$ cat src/rtl/enable_cond_pkg.sv
// Shared types for the enable conditioner: debounce FSM state encoding
// and its reset state. Optional build macro: ENABLE_COND_TOGGLE_EN.
package enable_cond_pkg;

  typedef enum logic [1:0] {
    LOW      = 2'b00,
    CHK_HIGH = 2'b01,
    HIGH     = 2'b11,
    CHK_LOW  = 2'b10
  } state_t;

  localparam state_t RESET_STATE = LOW;

endpackage

$ cat src/rtl/sync_chain.sv
// Plain flop chain that brings an asynchronous level into the clock domain.
// No logic sits between stages; the last stage is the synchronized output.
module sync_chain #(
  parameter int STAGES = 2
) (
  input  logic clk,
  input  logic rst_n,
  input  logic d,
  output logic q
);

  logic [STAGES-1:0] stage;

  // shift the raw level through the chain, cleared by synchronous reset
  always_ff @(posedge clk) begin
    if (!rst_n) stage <= '0;
    else        stage <= {stage[STAGES-2:0], d};
  end

  assign q = stage[STAGES-1];

endmodule

$ cat src/rtl/enable_conditioner.sv
// Debounced enable generator: synchronizer, debounce counter and a 4-state
// FSM producing a clean level E plus one-cycle E_RISE / E_FALL pulses.
// Build option ENABLE_COND_TOGGLE_EN: each completed press inverts E and
// completed releases are ignored; FSM and latency are unchanged.
//
// state    | meaning
// ---------+-----------------------------------------------------------
// LOW      | debounced level 0, counter idle at 0
// CHK_HIGH | sw_s went high, counting consecutive high samples
// HIGH     | debounced level 1, counter idle at 0
// CHK_LOW  | sw_s went low, counting consecutive low samples
module enable_conditioner
  import enable_cond_pkg::*;
#(
  parameter int SYNC_STAGES     = 2,
  parameter int DEBOUNCE_CYCLES = 4
) (
  input  logic CLK,
  input  logic RESET_N,
  input  logic SW,
  output logic E,
  output logic E_RISE,
  output logic E_FALL
);

  localparam int CNT_W = $clog2(DEBOUNCE_CYCLES + 1);
  localparam logic [CNT_W-1:0] CNT_LAST = CNT_W'(DEBOUNCE_CYCLES - 1);
  localparam logic [CNT_W-1:0] CNT_ONE  = CNT_W'(1);

  logic             sw_s;
  state_t           state, state_nxt;
  logic [CNT_W-1:0] cnt, cnt_nxt;
  logic             press_done, release_done;
  logic             e_nxt, rise_nxt, fall_nxt;

  sync_chain #(
    .STAGES (SYNC_STAGES)
  ) u_sync (
    .clk   (CLK),
    .rst_n (RESET_N),
    .d     (SW),
    .q     (sw_s)
  );

  // state, counter and registered outputs
  always_ff @(posedge CLK) begin
    if (!RESET_N) begin
      state  <= RESET_STATE;
      cnt    <= '0;
      E      <= 1'b0;
      E_RISE <= 1'b0;
      E_FALL <= 1'b0;
    end else begin
      state  <= state_nxt;
      cnt    <= cnt_nxt;
      E      <= e_nxt;
      E_RISE <= rise_nxt;
      E_FALL <= fall_nxt;
    end
  end

  // debounce next-state: the counter only runs in the two check states
  always_comb begin
    state_nxt    = state;
    cnt_nxt      = cnt;
    press_done   = 1'b0;
    release_done = 1'b0;
    case (state)
      LOW: begin
        if (sw_s) begin
          state_nxt = CHK_HIGH;
          cnt_nxt   = CNT_ONE;
        end
      end
      CHK_HIGH: begin
        if (!sw_s) begin
          state_nxt = LOW;
          cnt_nxt   = '0;
        end else if (cnt == CNT_LAST) begin
          state_nxt  = HIGH;
          cnt_nxt    = '0;
          press_done = 1'b1;
        end else begin
          cnt_nxt = cnt + CNT_ONE;
        end
      end
      HIGH: begin
        if (!sw_s) begin
          state_nxt = CHK_LOW;
          cnt_nxt   = CNT_ONE;
        end
      end
      CHK_LOW: begin
        if (sw_s) begin
          state_nxt = HIGH;
          cnt_nxt   = '0;
        end else if (cnt == CNT_LAST) begin
          state_nxt    = LOW;
          cnt_nxt      = '0;
          release_done = 1'b1;
        end else begin
          cnt_nxt = cnt + CNT_ONE;
        end
      end
      default: begin
        state_nxt = RESET_STATE;
        cnt_nxt   = '0;
      end
    endcase
  end

  // E and edge pulses; pulses always reflect the actual change of E
  always_comb begin
    e_nxt    = E;
    rise_nxt = 1'b0;
    fall_nxt = 1'b0;
`ifdef ENABLE_COND_TOGGLE_EN
    if (press_done) begin
      e_nxt    = ~E;
      rise_nxt = ~E;
      fall_nxt = E;
    end else if (release_done) begin
      e_nxt = E;  // release completion leaves the toggled level alone
    end
`else
    if (press_done) begin
      e_nxt    = 1'b1;
      rise_nxt = 1'b1;
    end else if (release_done) begin
      e_nxt    = 1'b0;
      fall_nxt = 1'b1;
    end
`endif
  end

endmodule
$ cat config.mk
export PLATFORM = sky130hd
export DESIGN_NAME = enable_conditioner
export DESIGN_NICKNAME = d
export VERILOG_FILES = /design/src/rtl/enable_cond_pkg.sv /design/src/rtl/sync_chain.sv /design/src/rtl/enable_conditioner.sv
export SDC_FILE = /design/constraint.sdc
export NUM_CORES = 1
export LEC_CHECK = 0
export CORE_AREA = 3 3 40 42
export DETAILED_ROUTE_END_ITERATION = 10
export DIE_AREA = 0 0 43 45
export DONT_BUFFER_PORTS = 1
export PLACE_DENSITY = 0.55
export SYNTH_ARGS = -nofsm -noshare
export SYNTH_HDL_FRONTEND = slang
export SYNTH_SLANG_ARGS = --single-unit
$ cat constraint.sdc
create_clock -name CLK -period 1.9 [get_ports CLK]
set_clock_uncertainty 0.1 [all_clocks]
set_input_delay 0.38 -clock CLK [delete_from_list [all_inputs] [get_ports CLK]]
set_output_delay 0.38 -clock CLK [all_outputs]
set_load 0.005 [all_outputs]
==> results summary <==
The worst setup path is launched from a flip-flop. In this run, synthesis inferred 0 flip-flops with an integrated enable. The via count of the first global-routing pass came out at 329. The highest net fanout along the worst path came out at 6.

The slowest stage of the critical path belongs to the cell sky130_fd_sc_hd__dfxtp_1. The total area of sequential cells came out at 200 sq um. The count of buffer and inverter cells on the critical path came out at 1. The estimated wirelength of the detail-placed design is 569 microns. In the synthesized netlist, the number of instances is 51.

In this run the tightest slew margin relative to its limit is 68.9%. The number of buffers added for setup after CTS came out at 0. The warning count from the yosys run came out at 0. In the routed design, unresolved DRC markers number 0. The synthesized cell area came out at 485 sq um. Measured along the y axis, the die boundary spans 45 microns.

The final count of pins violating max slew came to 0. The total leakage power is 0.211 nW. The class of the most critical setup path is flip-flop to flip-flop. The worst hold margin came out at 0.139 ns. The number of antenna violations at the first check in global routing came out at 0. The power density over the cells came out at 859 nW/um^2. The switching power is 0.000119 W.

The standard-cell row count is 13. The hold-fix buffer count after cts is 0. The iteration-0 DRC count of the detailed router is 3. The post-cts repair resize count came out at 0. The combinational share of power came out at 16.8%.

The sequential share of power came out at 52.1%. VDD sags by at most 0.544 mV. The worst hold-check path type is input port to flip-flop. The setup-violating endpoint count in the final report is 0. The internal power contribution is 0.000330 W.

The number of nets with antenna violations after routing is 0. The final total negative setup slack is 0 ns. The number of antenna cells inserted is 0. The required time reported for the critical path endpoint is 1.93 ns. The tool flagged a number of max-cap violations equal to 0. The number of hold-slack violations in the final timing report is 0. The clock latency at the later pin of the worst-skew pair came out at 0.26 ns.

The top flip-flop cell by instance count after synthesis is sky130_fd_sc_hd__dfxtp_1. The post-synthesis to final-layout area growth is 7.73%. In this run the number of H-tree levels came out at 1. The clock period minus final worst setup slack came out at 1.68 ns. The die area is 1940 sq um.

In this design, the critical path's most frequently occurring cell is sky130_fd_sc_hd__mux2i_1. The total length of routed wires is 769 microns. The switching part of the total power is 26.5%. The vias per cell is 5.15.

Traced cell by cell, the critical path runs through inv_1 -> ha_1 -> mux2i_1 -> o21ai_0 -> mux2i_1. The average footprint of a synthesized cell is 9.52 sq um. The net count of the finished layout is 63.

The average detailed-routed wire length per instance is 11.3 microns. In this design, the stage delay of the slowest critical-path cell is 0.38 ns. The effective utilization at floorplan came out at 37.8%. Among cell families on the critical path, the largest total delay comes from multiplexers.

The share of the clock period used by the worst path came out at 88.2%. The global-route usage over all layers is 9.77%. The CTS sink count came out at 10. STA classifies the critical path endpoint as a flip-flop. Timing would allow up to 0.597 GHz. 6 I/O pins were placed.

The master cell of the clock root buffer is sky130_fd_sc_hd__clkbuf_4. The number of iterations in the first detailed-routing pass is 4. The final global-route overflow total is 0. The die width came out at 43 microns.

The number of nets in the synthesized netlist is 59. Clock-pin slew was measured on the worst setup and hold paths at 0.06 ns. The number of storage elements in the synthesis netlist is 10. The flow ran to the end, and the final reports show no timing, DRC or antenna violations. The number of clock buffers added by TritonCTS is 3. The number of fill cells is 136.

The first-pass GRT wire length is 1.32 mm. The multi-input combinational cells in the finished layout cover a total of 274 sq um. The number of I/O port buffers is 0. The number of vias after detailed routing came out at 350.

The utilization of the core after routing is 40.7%. For this run, asynchronously set or reset flops after synthesis account for 0%. The clock network is responsible for 31.0% of the overall power. The maximum number of buffers from clock root to sink is 2. The slew of the pin with the lowest slew margin is 0.462 ns. The arrival time reported for the critical path endpoint came out at 1.71 ns. The core area is 1280 sq um. The sequential fraction of the synthesis area came out at 41.2%. The CTS tree is done.

Setup repair after global routing left no endpoint under its margin. Entering global routing, the biggest net connects 12 pins. The final weighted congestion in routability-driven placement is 0.716.

The netlist uses 22 different library cells. In the final layout, the share of cells above drive strength 1 is 9.43%.
## cell type report
| class | instances | share of cell area [%] |
|---|---|---|
| Tap cell | 15 | 3.59 |
| Sequential cell | 10 | 38.3 |
| Inverter | 2 | 1.44 |
| Multi-Input combinational cell | 38 | 52.4 |
| Clock buffer | 3 | 4.31 |
## flip-flops by register name, summed over array words and instances (netlist names)
name,count
E,1
u_sync.stage,2
E_FALL,1
cnt,3
state,2
E_RISE,1
## Yosys cell counts (all sizes together) (2+ instances only)
library cell	n	area share [%]
and2	3	4.1
dfxtp	10	41
ha	5	13
inv	2	1.5
mux2i	4	8.2
nand2	6	4.6
nor2	2	1.5
nor2b	2	2.6
o21ai	5	5.2
## power groups by stage
stage / Sequential (W) / Combinational [W] / Clock, W
6_report: 0.000234 / 0.0000756 / 0.000140
5_1_grt: 0.000236 / 0.0000837 / 0.000156
4_1_cts: 0.000234 / 0.0000760 / 0.000147
3_5_place_dp: 0.000239 / 0.0000756 / 0
3_3_place_gp: 0.000238 / 0.0000760 / 0
2_1_floorplan: 0.000236 / 0.0000644 / 0
## through the flow
step           setup WS [ns]  total power (W)  cell area (sq um)  instances
6_report               0.224         0.000449                523         68
5_1_grt               0.0714         0.000476                523         68
4_1_cts                0.231         0.000457                523         68
3_5_place_dp           0.250         0.000315                500         65
3_3_place_gp           0.248         0.000314                500         65
2_1_floorplan          0.454         0.000301                485         51
## cell usage in the layout, fill, tap and decap left out
master	synthesis	layout
sky130_fd_sc_hd__and2_1	2	2
sky130_fd_sc_hd__or3b_1	1	1
sky130_fd_sc_hd__nor3b_1	1	1
sky130_fd_sc_hd__a21oi_1	1	1
sky130_fd_sc_hd__ha_1	5	5
sky130_fd_sc_hd__nor2b_1	2	2
sky130_fd_sc_hd__nand2_1	6	6
sky130_fd_sc_hd__a21boi_0	1	1
sky130_fd_sc_hd__and3b_1	1	1
sky130_fd_sc_hd__nor2_1	2	2
sky130_fd_sc_hd__clkbuf_4	0	3
sky130_fd_sc_hd__a31oi_1	1	1
sky130_fd_sc_hd__dfxtp_1	10	10
sky130_fd_sc_hd__o21a_1	1	1
sky130_fd_sc_hd__nor4b_1	1	1
sky130_fd_sc_hd__or3_1	1	1
sky130_fd_sc_hd__and2_2	1	1
sky130_fd_sc_hd__inv_1	2	2
sky130_fd_sc_hd__and2b_1	1	1
sky130_fd_sc_hd__mux2i_1	4	4
sky130_fd_sc_hd__o21ai_0	5	5
sky130_fd_sc_hd__a21bo_2	1	1
## per-layer routing
layer | part of all wire [%] | up-vias | wire length (microns) | track usage (%)
met5 | 0 | - | 0 | 0
met4 | 1.7 | 0 | 13 | 3.61
met1 | 47 | 156 | 359 | 10.7
li1 | - | 180 | - | -
met2 | 42 | 12 | 323 | 14.4
met3 | 9.5 | 2 | 73 | 7.57
## final timing paths
check,from,slack [ns],depth (start not counted),end
setup reg to reg,state[0],0.22,5,state[1]
setup / recovery,state[0],0.22,5,state[1]
hold / removal,RESET_N,0.14,2,cnt[2]
hold reg to reg,u_sync.stage[0],0.34,1,u_sync.stage[1]
## kinds of logic after synthesis
logic type | after synthesis | synth area share [%]
AND/OR/NAND/NOR | 19 | 22.7
AO/OA/AOI/OAI | 10 | 12.6
flip-flops | 10 | 41.2
adder cells (fa/ha/maj) | 5 | 12.9
multiplexers | 4 | 8.25
buffers and inverters | 3 | 2.32
No activity file was read; power rests on OpenSTA's default activity.
